===== src/rtl/mem_arbiter_pkg.sv =====
// Shared types and constants for the single-port memory arbiter.
package mem_arbiter_pkg;

    localparam int ADDR_WIDTH = 16;
    localparam int DATA_WIDTH = 8;
    localparam int BURST_LEN  = 4;
    localparam logic [15:0] ROM_BASE = 16'h8000;

    typedef enum logic [1:0] {
        IDLE,
        FBURST,
        FDRAIN,
        DREAD
    } state_t;

    typedef enum logic [1:0] {
        LD,
        DP,
        IF
    } req_id_t;

endpackage


===== src/rtl/mem_arbiter_if.sv =====
// Requester and memory-port bundle; slave is the arbiter's view, master the requester/memory side.
interface mem_arbiter_if #(
    parameter int ADDR_W = mem_arbiter_pkg::ADDR_WIDTH,
    parameter int DATA_W = mem_arbiter_pkg::DATA_WIDTH,
    parameter int BURST  = mem_arbiter_pkg::BURST_LEN
);

    logic                      fetch_req;
    logic [ADDR_W-1:0]         fetch_addr;
    logic                      fetch_gnt;
    logic                      fetch_valid;
    logic [BURST*DATA_W-1:0]   fetch_data;

    logic                      data_req;
    logic                      data_we;
    logic [ADDR_W-1:0]         data_addr;
    logic [DATA_W-1:0]         data_wdata;
    logic                      data_gnt;
    logic                      data_rvalid;
    logic [DATA_W-1:0]         data_rdata;

    logic                      ld_req;
    logic [ADDR_W-1:0]         ld_addr;
    logic [DATA_W-1:0]         ld_wdata;
    logic                      ld_gnt;

    logic                      mem_en;
    logic                      mem_we;
    logic [ADDR_W-1:0]         mem_addr;
    logic [DATA_W-1:0]         mem_wdata;
    logic [DATA_W-1:0]         mem_rdata;

    logic                      rom_fault;

    modport slave (
        input  fetch_req, fetch_addr,
        output fetch_gnt, fetch_valid, fetch_data,
        input  data_req, data_we, data_addr, data_wdata,
        output data_gnt, data_rvalid, data_rdata,
        input  ld_req, ld_addr, ld_wdata,
        output ld_gnt,
        output mem_en, mem_we, mem_addr, mem_wdata,
        input  mem_rdata,
        output rom_fault
    );

    modport master (
        output fetch_req, fetch_addr,
        input  fetch_gnt, fetch_valid, fetch_data,
        output data_req, data_we, data_addr, data_wdata,
        input  data_gnt, data_rvalid, data_rdata,
        output ld_req, ld_addr, ld_wdata,
        input  ld_gnt,
        input  mem_en, mem_we, mem_addr, mem_wdata,
        output mem_rdata,
        input  rom_fault
    );

endinterface


===== src/rtl/mem_arbiter_arb_pick.sv =====
// Fair two-way pick between the CPU data port and instruction fetch.
module arb_pick
    import mem_arbiter_pkg::*;
(
    input  logic data_req,
    input  logic fetch_req,
    input  logic last_dp,
    output logic pick_dp,
    output logic pick_if
);

    // On a tie the side that was not granted most recently wins.
    assign pick_dp = data_req  && !(fetch_req && last_dp);
    assign pick_if = fetch_req && !(data_req && !last_dp);

endmodule


===== src/rtl/mem_arbiter.sv =====
// Arbiter/sequencer sharing one memory port between loader, CPU data port and atomic fetch bursts.
// Optional write protection of the upper half for the data port: MEM_ARB_ROM_PROTECT_EN.
module mem_arbiter
    import mem_arbiter_pkg::*;
#(
    parameter int ADDR_W = ADDR_WIDTH,
    parameter int DATA_W = DATA_WIDTH,
    parameter int BURST  = BURST_LEN
)
(
    input  logic            clk,
    input  logic            rst,
    mem_arbiter_if.slave    bus
);

    localparam int BEAT_W = $clog2(BURST);
    localparam logic [BEAT_W-1:0] LAST_BEAT = BEAT_W'(BURST - 1);

    state_t                      state;
    logic [BEAT_W-1:0]           beat;
    logic                        last_dp;
    logic [ADDR_W-1:0]           base_addr;
    logic [(BURST-1)*DATA_W-1:0] beat_buf;

    logic                        fetch_valid_q;
    logic [BURST*DATA_W-1:0]     fetch_data_q;
    logic                        data_rvalid_q;
    logic [DATA_W-1:0]           data_rdata_q;

    logic                        pick_dp;
    logic                        pick_if;
    logic                        grant_any;
    req_id_t                     winner;
    logic                        ld_gnt;
    logic                        data_gnt;
    logic                        fetch_gnt;
    logic                        wr_blocked;

    logic                        mem_en;
    logic                        mem_we;
    logic [ADDR_W-1:0]           mem_addr;
    logic [DATA_W-1:0]           mem_wdata;

    arb_pick u_pick (
        .data_req  (bus.data_req),
        .fetch_req (bus.fetch_req),
        .last_dp   (last_dp),
        .pick_dp   (pick_dp),
        .pick_if   (pick_if)
    );

    // Grants only exist in IDLE and are forced low while reset is held.
    always_comb begin
        winner    = LD;
        grant_any = 1'b0;
        if (rst && state == IDLE) begin
            if (bus.ld_req) begin
                winner    = LD;
                grant_any = 1'b1;
            end else if (pick_dp) begin
                winner    = DP;
                grant_any = 1'b1;
            end else if (pick_if) begin
                winner    = IF;
                grant_any = 1'b1;
            end
        end
    end

    assign ld_gnt    = grant_any && (winner == LD);
    assign data_gnt  = grant_any && (winner == DP);
    assign fetch_gnt = grant_any && (winner == IF);

`ifdef MEM_ARB_ROM_PROTECT_EN
    assign wr_blocked = data_gnt && bus.data_we && bus.data_addr[ADDR_W-1];
`else
    assign wr_blocked = 1'b0;
`endif

    always_comb begin
        mem_en    = 1'b0;
        mem_we    = 1'b0;
        mem_addr  = '0;
        mem_wdata = '0;
        if (rst) begin
            case (state)
                IDLE: begin
                    if (grant_any) begin
                        case (winner)
                            LD: begin
                                mem_en    = 1'b1;
                                mem_we    = 1'b1;
                                mem_addr  = bus.ld_addr;
                                mem_wdata = bus.ld_wdata;
                            end
                            DP: begin
                                mem_addr = bus.data_addr;
                                if (bus.data_we) begin
                                    mem_en    = !wr_blocked;
                                    mem_we    = !wr_blocked;
                                    mem_wdata = bus.data_wdata;
                                end else begin
                                    mem_en = 1'b1;
                                end
                            end
                            IF: begin
                                mem_en   = 1'b1;
                                mem_addr = bus.fetch_addr;
                            end
                            default: ;
                        endcase
                    end
                end
                FBURST: begin
                    mem_en   = 1'b1;
                    mem_addr = base_addr + ADDR_W'(beat);
                end
                default: ;
            endcase
        end
    end

    // Sequencer: each FBURST cycle captures the byte read on the previous cycle.
    always_ff @(posedge clk or negedge rst) begin
        if (!rst) begin
            state         <= IDLE;
            beat          <= '0;
            last_dp       <= 1'b0;
            base_addr     <= '0;
            beat_buf      <= '0;
            fetch_valid_q <= 1'b0;
            fetch_data_q  <= '0;
            data_rvalid_q <= 1'b0;
            data_rdata_q  <= '0;
        end else begin
            fetch_valid_q <= 1'b0;
            data_rvalid_q <= 1'b0;
            case (state)
                IDLE: begin
                    if (data_gnt) begin
                        last_dp <= 1'b1;
                        if (!bus.data_we) begin
                            state <= DREAD;
                        end
                    end else if (fetch_gnt) begin
                        last_dp   <= 1'b0;
                        base_addr <= bus.fetch_addr;
                        beat      <= BEAT_W'(1);
                        state     <= FBURST;
                    end
                end
                FBURST: begin
                    beat_buf[DATA_W*(int'(beat) - 1) +: DATA_W] <= bus.mem_rdata;
                    if (beat == LAST_BEAT) begin
                        beat  <= '0;
                        state <= FDRAIN;
                    end else begin
                        beat <= beat + 1'b1;
                    end
                end
                FDRAIN: begin
                    fetch_data_q  <= {bus.mem_rdata, beat_buf};
                    fetch_valid_q <= 1'b1;
                    state         <= IDLE;
                end
                DREAD: begin
                    data_rdata_q  <= bus.mem_rdata;
                    data_rvalid_q <= 1'b1;
                    state         <= IDLE;
                end
                default: state <= IDLE;
            endcase
        end
    end

    assign bus.ld_gnt      = ld_gnt;
    assign bus.data_gnt    = data_gnt;
    assign bus.fetch_gnt   = fetch_gnt;
    assign bus.rom_fault   = wr_blocked;
    assign bus.mem_en      = mem_en;
    assign bus.mem_we      = mem_we;
    assign bus.mem_addr    = mem_addr;
    assign bus.mem_wdata   = mem_wdata;
    assign bus.fetch_valid = fetch_valid_q;
    assign bus.fetch_data  = fetch_data_q;
    assign bus.data_rvalid = data_rvalid_q;
    assign bus.data_rdata  = data_rdata_q;

endmodule


===== src/flat_wrapper.sv =====
// flat-port wrapper written by rule: the top's interface ports become plain ports
module mem_arbiter_flat import mem_arbiter_pkg::*;
#(
    parameter int ADDR_W = ADDR_WIDTH,
    parameter int DATA_W = DATA_WIDTH,
    parameter int BURST  = BURST_LEN
)
  (clk, rst, bus_fetch_req, bus_fetch_addr, bus_fetch_gnt, bus_fetch_valid, bus_fetch_data, bus_data_req, bus_data_we, bus_data_addr, bus_data_wdata, bus_data_gnt, bus_data_rvalid, bus_data_rdata, bus_ld_req, bus_ld_addr, bus_ld_wdata, bus_ld_gnt, bus_mem_en, bus_mem_we, bus_mem_addr, bus_mem_wdata, bus_mem_rdata, bus_rom_fault);
  mem_arbiter_if #(.ADDR_W(ADDR_W), .DATA_W(DATA_W), .BURST(BURST)) bus_i ();
  input  logic clk;
  input  logic rst;
  input wire logic [$bits(bus_i.fetch_req)-1:0] bus_fetch_req;
  input wire logic [$bits(bus_i.fetch_addr)-1:0] bus_fetch_addr;
  output wire logic [$bits(bus_i.fetch_gnt)-1:0] bus_fetch_gnt;
  output wire logic [$bits(bus_i.fetch_valid)-1:0] bus_fetch_valid;
  output wire logic [$bits(bus_i.fetch_data)-1:0] bus_fetch_data;
  input wire logic [$bits(bus_i.data_req)-1:0] bus_data_req;
  input wire logic [$bits(bus_i.data_we)-1:0] bus_data_we;
  input wire logic [$bits(bus_i.data_addr)-1:0] bus_data_addr;
  input wire logic [$bits(bus_i.data_wdata)-1:0] bus_data_wdata;
  output wire logic [$bits(bus_i.data_gnt)-1:0] bus_data_gnt;
  output wire logic [$bits(bus_i.data_rvalid)-1:0] bus_data_rvalid;
  output wire logic [$bits(bus_i.data_rdata)-1:0] bus_data_rdata;
  input wire logic [$bits(bus_i.ld_req)-1:0] bus_ld_req;
  input wire logic [$bits(bus_i.ld_addr)-1:0] bus_ld_addr;
  input wire logic [$bits(bus_i.ld_wdata)-1:0] bus_ld_wdata;
  output wire logic [$bits(bus_i.ld_gnt)-1:0] bus_ld_gnt;
  output wire logic [$bits(bus_i.mem_en)-1:0] bus_mem_en;
  output wire logic [$bits(bus_i.mem_we)-1:0] bus_mem_we;
  output wire logic [$bits(bus_i.mem_addr)-1:0] bus_mem_addr;
  output wire logic [$bits(bus_i.mem_wdata)-1:0] bus_mem_wdata;
  input wire logic [$bits(bus_i.mem_rdata)-1:0] bus_mem_rdata;
  output wire logic [$bits(bus_i.rom_fault)-1:0] bus_rom_fault;
  assign bus_i.fetch_req = bus_fetch_req;
  assign bus_i.fetch_addr = bus_fetch_addr;
  assign bus_fetch_gnt = bus_i.fetch_gnt;
  assign bus_fetch_valid = bus_i.fetch_valid;
  assign bus_fetch_data = bus_i.fetch_data;
  assign bus_i.data_req = bus_data_req;
  assign bus_i.data_we = bus_data_we;
  assign bus_i.data_addr = bus_data_addr;
  assign bus_i.data_wdata = bus_data_wdata;
  assign bus_data_gnt = bus_i.data_gnt;
  assign bus_data_rvalid = bus_i.data_rvalid;
  assign bus_data_rdata = bus_i.data_rdata;
  assign bus_i.ld_req = bus_ld_req;
  assign bus_i.ld_addr = bus_ld_addr;
  assign bus_i.ld_wdata = bus_ld_wdata;
  assign bus_ld_gnt = bus_i.ld_gnt;
  assign bus_mem_en = bus_i.mem_en;
  assign bus_mem_we = bus_i.mem_we;
  assign bus_mem_addr = bus_i.mem_addr;
  assign bus_mem_wdata = bus_i.mem_wdata;
  assign bus_i.mem_rdata = bus_mem_rdata;
  assign bus_rom_fault = bus_i.rom_fault;
  mem_arbiter #(.ADDR_W(ADDR_W), .DATA_W(DATA_W), .BURST(BURST)) u_core (.clk(clk), .rst(rst), .bus(bus_i));
endmodule

===== config.mk =====
export PLATFORM = sky130hd
export DESIGN_NAME = mem_arbiter_flat
export DESIGN_NICKNAME = d
export VERILOG_FILES = /design/src/rtl/mem_arbiter_pkg.sv /design/src/rtl/mem_arbiter_if.sv /design/src/rtl/mem_arbiter_arb_pick.sv /design/src/rtl/mem_arbiter.sv /design/src/flat_wrapper.sv
export SDC_FILE = /design/constraint.sdc
export NUM_CORES = 1
export LEC_CHECK = 0
export CAP_MARGIN = 20
export CORE_MARGIN = 4
export CORE_UTILIZATION = 51
export CTS_BUF_LIST = sky130_fd_sc_hd__clkbuf_4 sky130_fd_sc_hd__clkbuf_8
export DETAILED_ROUTE_END_ITERATION = 8
export GPL_TIMING_DRIVEN = 0
export PLACE_DENSITY = 0.91
export SLEW_MARGIN = 5
export SYNTH_ARGS = -nofsm -noshare
export SYNTH_HDL_FRONTEND = slang
export SYNTH_SLANG_ARGS = --single-unit

===== constraint.sdc =====
create_clock -name clk -period 5.2 [get_ports clk]
set_input_delay 1.04 -clock clk [delete_from_list [all_inputs] [get_ports clk]]
set_output_delay 1.04 -clock clk [all_outputs]
set_load 0.05 [all_outputs]

Yosys cells after proc, flatten, opt, wreduce, memory -nomap -nowiden --
Cells that the tools add are included.
Cells by class: add/sub/neg operators 4, reduce and logical (&&, ||, !) cells 21, shift operators 2, multipliers 0, magnitude comparators 0, mux-type cells 39, div/mod/pow operators 0, bitwise gates (word level) 1, equality and inequality tests 11
Operators by type and width (count):
- one-hot mux 16 bit (3 select lines) | 1
- negator 32 -> 33 bit | 1
- variable shift 8 x 33 -> 24 bit (first input constant) | 1
- variable part select 8 x 33 -> 24 bit | 1
- two-way mux 16 bit | 2
- two-way mux 8 bit | 4
- one-hot mux 16 bit (2 select lines) | 1
- bitwise mux 24 bit | 1
- two-way mux 2 bit | 10
- adder 16 x 2 -> 16 bit | 1
- one-hot mux 8 bit (2 select lines) | 1
- two-way mux 1 bit | 15
- AND reduction 3 bit | 3
- == test 2 bit (second input constant) | 4
- logical AND 1 bit | 8
- != test 3 bit (second input constant) | 2
- one-hot mux 2 bit (3 select lines) | 1
- == test 2 x 1 -> 1 bit (second input constant) | 2
- logical NOT 2 bit | 2
- != test 2 bit (second input constant) | 2
- one-hot mux 1 bit (2 select lines) | 2
- one-hot mux 2 bit (2 select lines) | 1
- nonzero test 2 bit | 2
- logical NOT 1 bit | 3
- other kinds (7) | 7
Storage, ports and cells: memories kept 0, bits in read-only memories 0, memory bits (writable) 0, register bits 87, bits in latches 0, logic and storage cells 87

Depth between registers and ports, before layout --
Gate-level depths: netlist of the first run.
depth after elaboration 14, mapped depth 7, mapped depth without buffers 6

Hierarchy --
Synthesis of the first run repeated with hierarchy kept, for this count alone.
Second synthesis, totals: cell total of the unflattened synthesis 373, area, all modules 4175.3 um^2
By module, submodules not included:
- mem_arbiter | times used 1, cells each 370, area an instance 4156.5 um^2
- arb_pick | times used 1, cells each 3, area an instance 18.8 um^2

Worst setup path before layout of the first run --
OpenSTA, ideal clock, no wires.
path type input to output, start in bus_fetch_req, end out bus_mem_addr[0], data arrival time 3.094 ns, path buffers 2, path slack 1.066 ns, stages 5, cells stage by stage buf_2 > a21boi_2 > buf_2 > nand3_1 > a311oi_1
Between the ends: word-level cells in the longest chain between the ends 11, elaborated cells between the ends (all ways) 19, classes of those cells 2 x eq/ne; 12 x mux; 5 x reduce/logical
Ends and longest elaborated chain:
- start, declared | RTL line flat_wrapper.sv:12 | input wire logic [$bits(bus_i.fetch_req)-1:0] bus_fetch_req;
- logical AND 1 bit | RTL line mem_arbiter_arb_pick.sv:13 | assign pick_dp = data_req && !(fetch_req && last_dp);
- logical NOT 1 bit | RTL line mem_arbiter_arb_pick.sv:13
- logical AND 1 bit | RTL line mem_arbiter_arb_pick.sv:13
- two-way mux 2 bit | RTL line mem_arbiter.sv:60 | end else if (pick_dp) begin
- two-way mux 2 bit | RTL line mem_arbiter.sv:57 | if (bus.ld_req) begin
- two-way mux 2 bit | RTL line mem_arbiter.sv:56 | if (rst && state == IDLE) begin
- == test 2 bit (tied with other cells) | RTL line mem_arbiter.sv:89 | case (winner)
- one-hot mux 16 bit (3 select lines) | RTL line mem_arbiter.sv:89
- two-way mux 16 bit * | RTL line mem_arbiter.sv:88 | if (grant_any) begin
- one-hot mux 16 bit (2 select lines) * | RTL line mem_arbiter.sv:86 | case (state)
- two-way mux 16 bit * | RTL line mem_arbiter.sv:85 | if (rst) begin
- end, declared | RTL line flat_wrapper.sv:30 | output wire logic [$bits(bus_i.mem_addr)-1:0] bus_mem_addr;
Every way passes the cells marked *; elsewhere a longest branch is shown, timed or not.

Worst setup path in the final report of the first run --
start in rst, end out bus_mem_we
Between the ends: word-level cells in the longest chain between the ends 7, elaborated cells between the ends (all ways) 9, classes of those cells 1 x eq/ne; 6 x mux; 2 x reduce/logical
Ends and longest elaborated chain:
- start, declared | RTL line flat_wrapper.sv:11 | input logic rst;
- logical AND 1 bit | RTL line mem_arbiter.sv:56
- two-way mux 2 bit | RTL line mem_arbiter.sv:56
- == test 2 x 1 -> 1 bit or logical NOT 2 bit (tied branches) | RTL line mem_arbiter.sv:89
- one-hot mux 1 bit (2 select lines) | RTL line mem_arbiter.sv:89
- two-way mux 1 bit | RTL line mem_arbiter.sv:88
- two-way mux 1 bit | RTL line mem_arbiter.sv:86
- two-way mux 1 bit * | RTL line mem_arbiter.sv:85
- end, declared | RTL line flat_wrapper.sv:29 | output wire logic [$bits(bus_i.mem_we)-1:0] bus_mem_we;
Marked as above.

==> summary.txt, run 1 <==
Placed design
  • Port Buf Inserts: 146
  • Placed cell area: 0.00599 mm²
  • Gp weighted congestion: 0.919
  • DPL Wire Length: 9770 µm

Finish
  • Area grow syn2layout: 41.5%
  • Post-route cell area: 0.00619 mm²
  • Ant diodes: 0
  • Commonest non-fill, non-tap cell in the layout: clkdlybuf4s50_1
  • Final net count: 653
  • Layout cell share with drive strength beyond 1: 0.144
  • Commonest non-fill, non-tap cells in the layout: clkdlybuf4s50_1, dfrtp_1, nand2_1

Setup path
  • CP Max Fanout: 50
  • Worst Path Required: 4.16 ns
  • WS Path Type: input pin to output port
  • Crit path capture type: output port
  • CP Launch Type: input pin
  • CP Data Arrival Time: 3.82 ns

Floorplanning
  • Die extent in y: 101 µm
  • Initial core utilization: 0.527
  • Ports: 150
  • Placement Rows: 33
  • Die ar.: 0.0101 mm²
  • Chip width: 101 µm
  • Core area: 0.00830 mm²

CTS
  • Cts bufs inserted: 9
  • # H-tree levels: 3
  • Setup Buffers After CTS: 0
  • Worst skew pair latency: 0.36 ns
  • # resized after CTS: 0
  • Sink Count: 87
  • CTS tree: yes
  • CTS root buf: clkbuf_8
  • Post-CTS Hold Buffers: 0
  • CTS clock-pin slew for the worst setup and hold paths: 0.09 ns
  • Clk buf depth: 2

Yosys
  • Distinct cells, synth: 50
  • Area leader, netlist: dfrtp_1
  • Cells after synthesis: 408
  • Post-Syn Area: 0.00438 mm²
  • Sequential element share of the synthesized area: 0.497
  • Syn Area/Cell: 10.7 µm²
  • Syn_nets: 495
  • Synth top area cells: dfrtp_1, mux2_2, a22o_1
  • Flop and latch count out of synthesis: 87
  • Share of Yosys cell area claimed by the top area cell type: 0.497
  • Synthesis Warnings: 0

Timing
  • Relative slew slack: 0.561
  • Final Hold Vio Count: 0
  • Final min period: 4.86 ns
  • Final Slew Violations: 0
  • Worst-Margin Slew: 0.658 ns
  • Final worst path period share: 0.934
  • Final setup TNS: 0 ns
  • Fmax: 206 MHz
  • Unrepaired setup endpoints after global routing: false
  • Clock Skew: 0.00840 ns
  • Final setup fails: 0
  • Min Hold Slack: 0.511 ns

Route
  • DRT antenna net count: 0
  • Routed length per instance: 19.1 µm
  • Via count: 3962
  • Drc violations: 0
  • Pre-antenna DRT Iters: 4
  • DRT iter0 DRCs: 249
  • Vias per cell: 5.86
  • Total Wirelength: 12900 µm

Pwr
  • VDD IR max: 0.323 mV
  • LEAKAGE: 0.00274 µW
  • Power Density: 548 mW/mm²
  • Total power: 3400 µW

Global route
  • Largest net degree at the start of global routing: 51
  • Gr usage total: 0.255
  • First-pass GRT wire length: 20300 µm
  • Vias in the first global route: 4202
  • Total grt overflow: 0
  • Initial antenna violation count: 0

Min path
  • HP Class: flip-flop to flip-flop

Job
  • Max-Cap Viols: 0

Status
  • Outcome: finished, final reports clean
[power by group]
group          switching (µW)  internal (µW)  total [µW]  leakage (µW)
combinational            1110            680        1790       0.00150
clock                     266            199         465      0.000101
sequential                211            926        1140       0.00114
[cell families (layout without fill, tap and decap cells)]
kind of cell | after synthesis | after routing | synth area share
simple gates | 125 | 125 | 0.148
compound gates | 97 | 97 | 0.158
flops | 87 | 87 | 0.497
mux | 42 | 42 | 0.107
buf+inv | 35 | 198 | 0.0360
xor+xnor | 12 | 12 | 0.0240
fa+ha+maj | 9 | 9 | 0.0274
other cells | 1 | 1 | 0.000857
[through the flow]
| stage | util | setup slack, ns | std cells |
|---|---|---|---|
| floorplan | - | 1.07 | 408 |
| global placement | 0.719 | -2.48 | 659 |
| detailed placement | 0.722 | 0.197 | 660 |
| CTS | 0.746 | 0.187 | 676 |
| global route | 0.746 | 0.146 | 676 |
| finish | 0.746 | 0.344 | 676 |
[metal layers]
layer | routed length [µm] | up-vias | GRT usage
met3 | 1110 | 24 | 0.0574
met4 | 270 | 0 | 0.0756
met5 | 0 | - | 0
met1 | 5060 | 1931 | 0.312
li1 | - | 1808 | -
met2 | 6460 | 199 | 0.448
[registers in the layout, indices dropped and copies added, names as in the netlist]
signal                  count
u_core.beat_buf            24
u_core.bus.fetch_valid      1
u_core.bus.fetch_data      32
u_core.state                2
u_core.bus.data_rvalid      1
u_core.last_dp              1
u_core.base_addr           16
u_core.bus.data_rdata       8
u_core.beat                 2
[synthesized netlist by cell type (all sizes together)]
| cell | n |
|---|---|
| dfrtp | 87 |
| nand2 | 58 |
| mux2 | 40 |
| a22o | 25 |
| nor2 | 21 |
| o21ai | 21 |
| buf | 13 |
| inv | 13 |
| xnor2 | 11 |
| nand3 | 10 |
| a31oi | 9 |
| nor4 | 9 |
| a21oi | 8 |
| a221oi | 8 |
| a22oi | 8 |
| clkbuf | 8 |
| ha | 8 |
| o22ai | 7 |
| nor3 | 6 |
| nand4 | 5 |
| nand2b | 4 |
| and2 | 3 |
| and3 | 3 |
| a2bb2oi | 2 |
| mux2i | 2 |
| nor2b | 2 |
| nor4b | 2 |
| a21bo | 1 |
| a21boi | 1 |
| a21o | 1 |
| a221o | 1 |
| a311oi | 1 |
| a32o | 1 |
| clkinv | 1 |
| conb | 1 |
| fa | 1 |
| nand3b | 1 |
| o211ai | 1 |
| o21bai | 1 |
| o31a | 1 |
| or3b | 1 |
| xor2 | 1 |
[final cells by class]
class / instances / area (µm²)
multi-input cells: 286 / 2040
repair buffers: 147 / 1490
clock inverters: 6 / 55.1
inverters: 14 / 52.6
well taps: 105 / 131
fillers: 585 / 2110
flip-flops and latches: 87 / 2180
plain buffers: 21 / 105
clock buffers: 10 / 138
[path summary, 6_finish.rpt]
check                           slack [ns]  cells after the start                               endpoint                            from
worst max-delay path                  0.34                      8                             bus_mem_we                             rst
worst min-delay path                  0.51                      1         u_core.beat_buf[5]$_DFFE_PN0P_  u_core.beat_buf[5]$_DFFE_PN0P_
worst max register to register        3.03                      6         u_core.beat_buf[7]$_DFFE_PN0P_      u_core.beat[0]$_DFFE_PN0P_
worst min register to register        0.51                      1         u_core.beat_buf[5]$_DFFE_PN0P_  u_core.beat_buf[5]$_DFFE_PN0P_
max in group asynchronous             4.04                      2   u_core.bus.fetch_data[6]$_DFFE_PN0P_                             rst
min in group asynchronous             0.59                      1  u_core.bus.fetch_data[27]$_DFFE_PN0P_                             rst
[worst max-delay path, stage by stage]
cell and delay [ns]:
buf_6 0.34, buf_16 0.29, nand2b_1 0.08, clkbuf_1 0.24
nor2_1 0.42, o21ai_1 0.35, nor2_1 0.20, clkdlybuf4s50_1 0.82
Power figures use the tool's default switching activity.
==> inputs of run 2 (changes only) <==
DONT_BUFFER_PORTS = 1   (was not set)
PLACE_DENSITY = 0.68   (was 0.91)
==> run 2 against run 1 <==
Effect of this change:
- clock skew rose by 0.0031 ns
- sequential cell count did not move
- register-to-register slack improved by 0.02 ns
- critical path type is now flip-flop to output port
- highest routed layer unchanged
==> summary.txt, run 2 (same netlist as run 1, synthesis figures left out) <==
Global route
  • First-pass GRT wire length: 17300 µm
  • Vias in the first global route: 3400
  • Largest net degree at the start of global routing: 95
  • Initial antenna violation count: 0
  • Total grt overflow: 0
  • Gr usage total: 0.218

Finish
  • Finished Core Util: 0.569
  • Area of the multi-input gates: 0.00205 mm²
  • Final net count: 509
  • Max reg flops: 32
  • Ant diodes: 0
  • Commonest non-fill, non-tap cells in the layout: dfrtp_1, nand2_1, mux2_2
  • Reg area: 0.00218 mm²
  • Post-route cell area: 0.00472 mm²
  • Area grow syn2layout: 7.95%
  • Layout cell share with drive strength beyond 1: 0.197
  • Fill count: 712
  • Commonest non-fill, non-tap cell in the layout: dfrtp_1

Setup path
  • CP top delay family: compound AO/OA/AOI/OAI gates
  • CP Data Arrival Time: 2.99 ns
  • Crit path capture type: output port
  • CP max stage delay: 0.81 ns
  • Critical path, cell by cell: ha_1 > fa_1 > nand4_1 > nor4_1 > xnor2_1 > o22ai_1
  • Worst Path Required: 4.16 ns
  • CP Max Fanout: 9
  • CP Launch Type: flip-flop
  • WS Path Type: flip-flop to output port
  • WP buf/inv: 0
  • Worst path slowest cell: o22ai_1

Timing
  • Fmax: 248 MHz
  • Clock Skew: 0.0115 ns
  • Final setup TNS: 0 ns
  • Final Hold Vio Count: 0
  • Unrepaired setup endpoints after global routing: false
  • Final Slew Violations: 0
  • Final setup fails: 0
  • Relative slew slack: 0.277
  • Final worst slack: 1.17 ns
  • Final worst path period share: 0.775
  • Worst-Margin Slew: 1.10 ns
  • Final min period: 4.03 ns

Pwr
  • VDD IR max: 0.233 mV
  • Power Density: 625 mW/mm²
  • Clock power share: 0.150
  • Combinational power share: 0.323
  • Sequential share of power: 0.527
  • Switching share of power: 0.500
  • Pint: 1480 µW
  • Total power: 2950 µW
  • LEAKAGE: 0.00218 µW
  • Sw power: 1470 µW

Status
  • Outcome: finished, final reports clean

CTS
  • CTS root buf: clkbuf_8
  • Setup Buffers After CTS: 0
  • Post-CTS Hold Buffers: 0
  • CTS tree: yes
  • Clk buf depth: 2
  • CTS clock-pin slew for the worst setup and hold paths: 0.09 ns
  • # H-tree levels: 3
  • Cts bufs inserted: 9
  • Worst skew pair latency: 0.35 ns
  • # resized after CTS: 0
  • Sink Count: 87

Placed design
  • DPL Wire Length: 7970 µm
  • Placed cell area: 0.00454 mm²
  • Pre-CTS setup slack: 1.26 ns
  • Port Buf Inserts: 0
  • Gp weighted congestion: 0.874

Route
  • Total Wirelength: 10900 µm
  • Pre-antenna DRT Iters: 5
  • Vias per cell: 6.22
  • Routed length per instance: 20.5 µm
  • DRT iter0 DRCs: 155
  • DRT antenna net count: 0
  • Drc violations: 0
  • Via count: 3308

Floorplanning
  • Die extent in y: 101 µm
  • Placement Rows: 33
  • Initial core utilization: 0.527
  • Core area: 0.00830 mm²
  • Die ar.: 0.0101 mm²
  • Chip width: 101 µm
  • Ports: 150

Min path
  • HP Class: input pin to async pin

Job
  • Max-Cap Viols: 0
## run 2: cell count changes in the layout (fill, tap and decap cells not counted), sizes merged
cell | previous run | this run
buf | 15 | 16
clkdlybuf4s50 | 145 | 0
clkinv | 1 | 2
clkinvlp | 0 | 2
inv | 19 | 16
## run 2: worst paths after layout
check / start / end / cells past startpoint / slack [ns]
max reg2reg: u_core.beat[0]$_DFFE_PN0P_ / u_core.beat_buf[2]$_DFFE_PN0P_ / 6 / 3.05
max: u_core.beat[0]$_DFFE_PN0P_ / bus_mem_addr[14] / 6 / 1.17
max in group asynchronous: rst / u_core.bus.data_rdata[2]$_DFFE_PN0P_ / 0 / 4.70
min reg2reg: u_core.beat_buf[4]$_DFFE_PN0P_ / u_core.bus.fetch_data[4]$_DFFE_PN0P_ / 1 / 0.50
min in group clk: u_core.beat_buf[4]$_DFFE_PN0P_ / u_core.bus.fetch_data[4]$_DFFE_PN0P_ / 1 / 0.50
min: rst / u_core.beat_buf[20]$_DFFE_PN0P_ / 0 / 0.37
## run 2: metal layers
metal | vias up | global-route usage | routed length (µm)
met5 | - | 0 | 0
met4 | 0 | 0.0746 | 187
met3 | 15 | 0.0692 | 976
met2 | 172 | 0.365 | 5290
met1 | 1615 | 0.266 | 4430
li1 | 1506 | - | -
## run 2: area by class of cell
cell class	instances	share of cell area
flip-flops and latches	87	0.461
multi-input cells	286	0.434
clock buffers	10	0.0291
well taps	105	0.0278
plain buffers	21	0.0222
inverters	14	0.0111
clock inverters	6	0.0106
repair buffers	3	0.00477
## run 2: power groups by stage
stage | clock, µW | combinational, µW | sequential [µW]
2_1_floorplan | 0 | 802 | 1500
4_1_cts | 457 | 956 | 1560
6_report | 443 | 953 | 1550
3_3_place_gp | 0 | 915 | 1560
3_5_place_dp | 0 | 951 | 1570
5_1_grt | 488 | 1040 | 1590
## run 2: metrics by stage
step	instances	hold slack, ns
floorplan	408	0.456
finish	532	0.368
global route	532	0.335
detailed placement	516	0.487
global placement	513	0.477
CTS	532	0.347
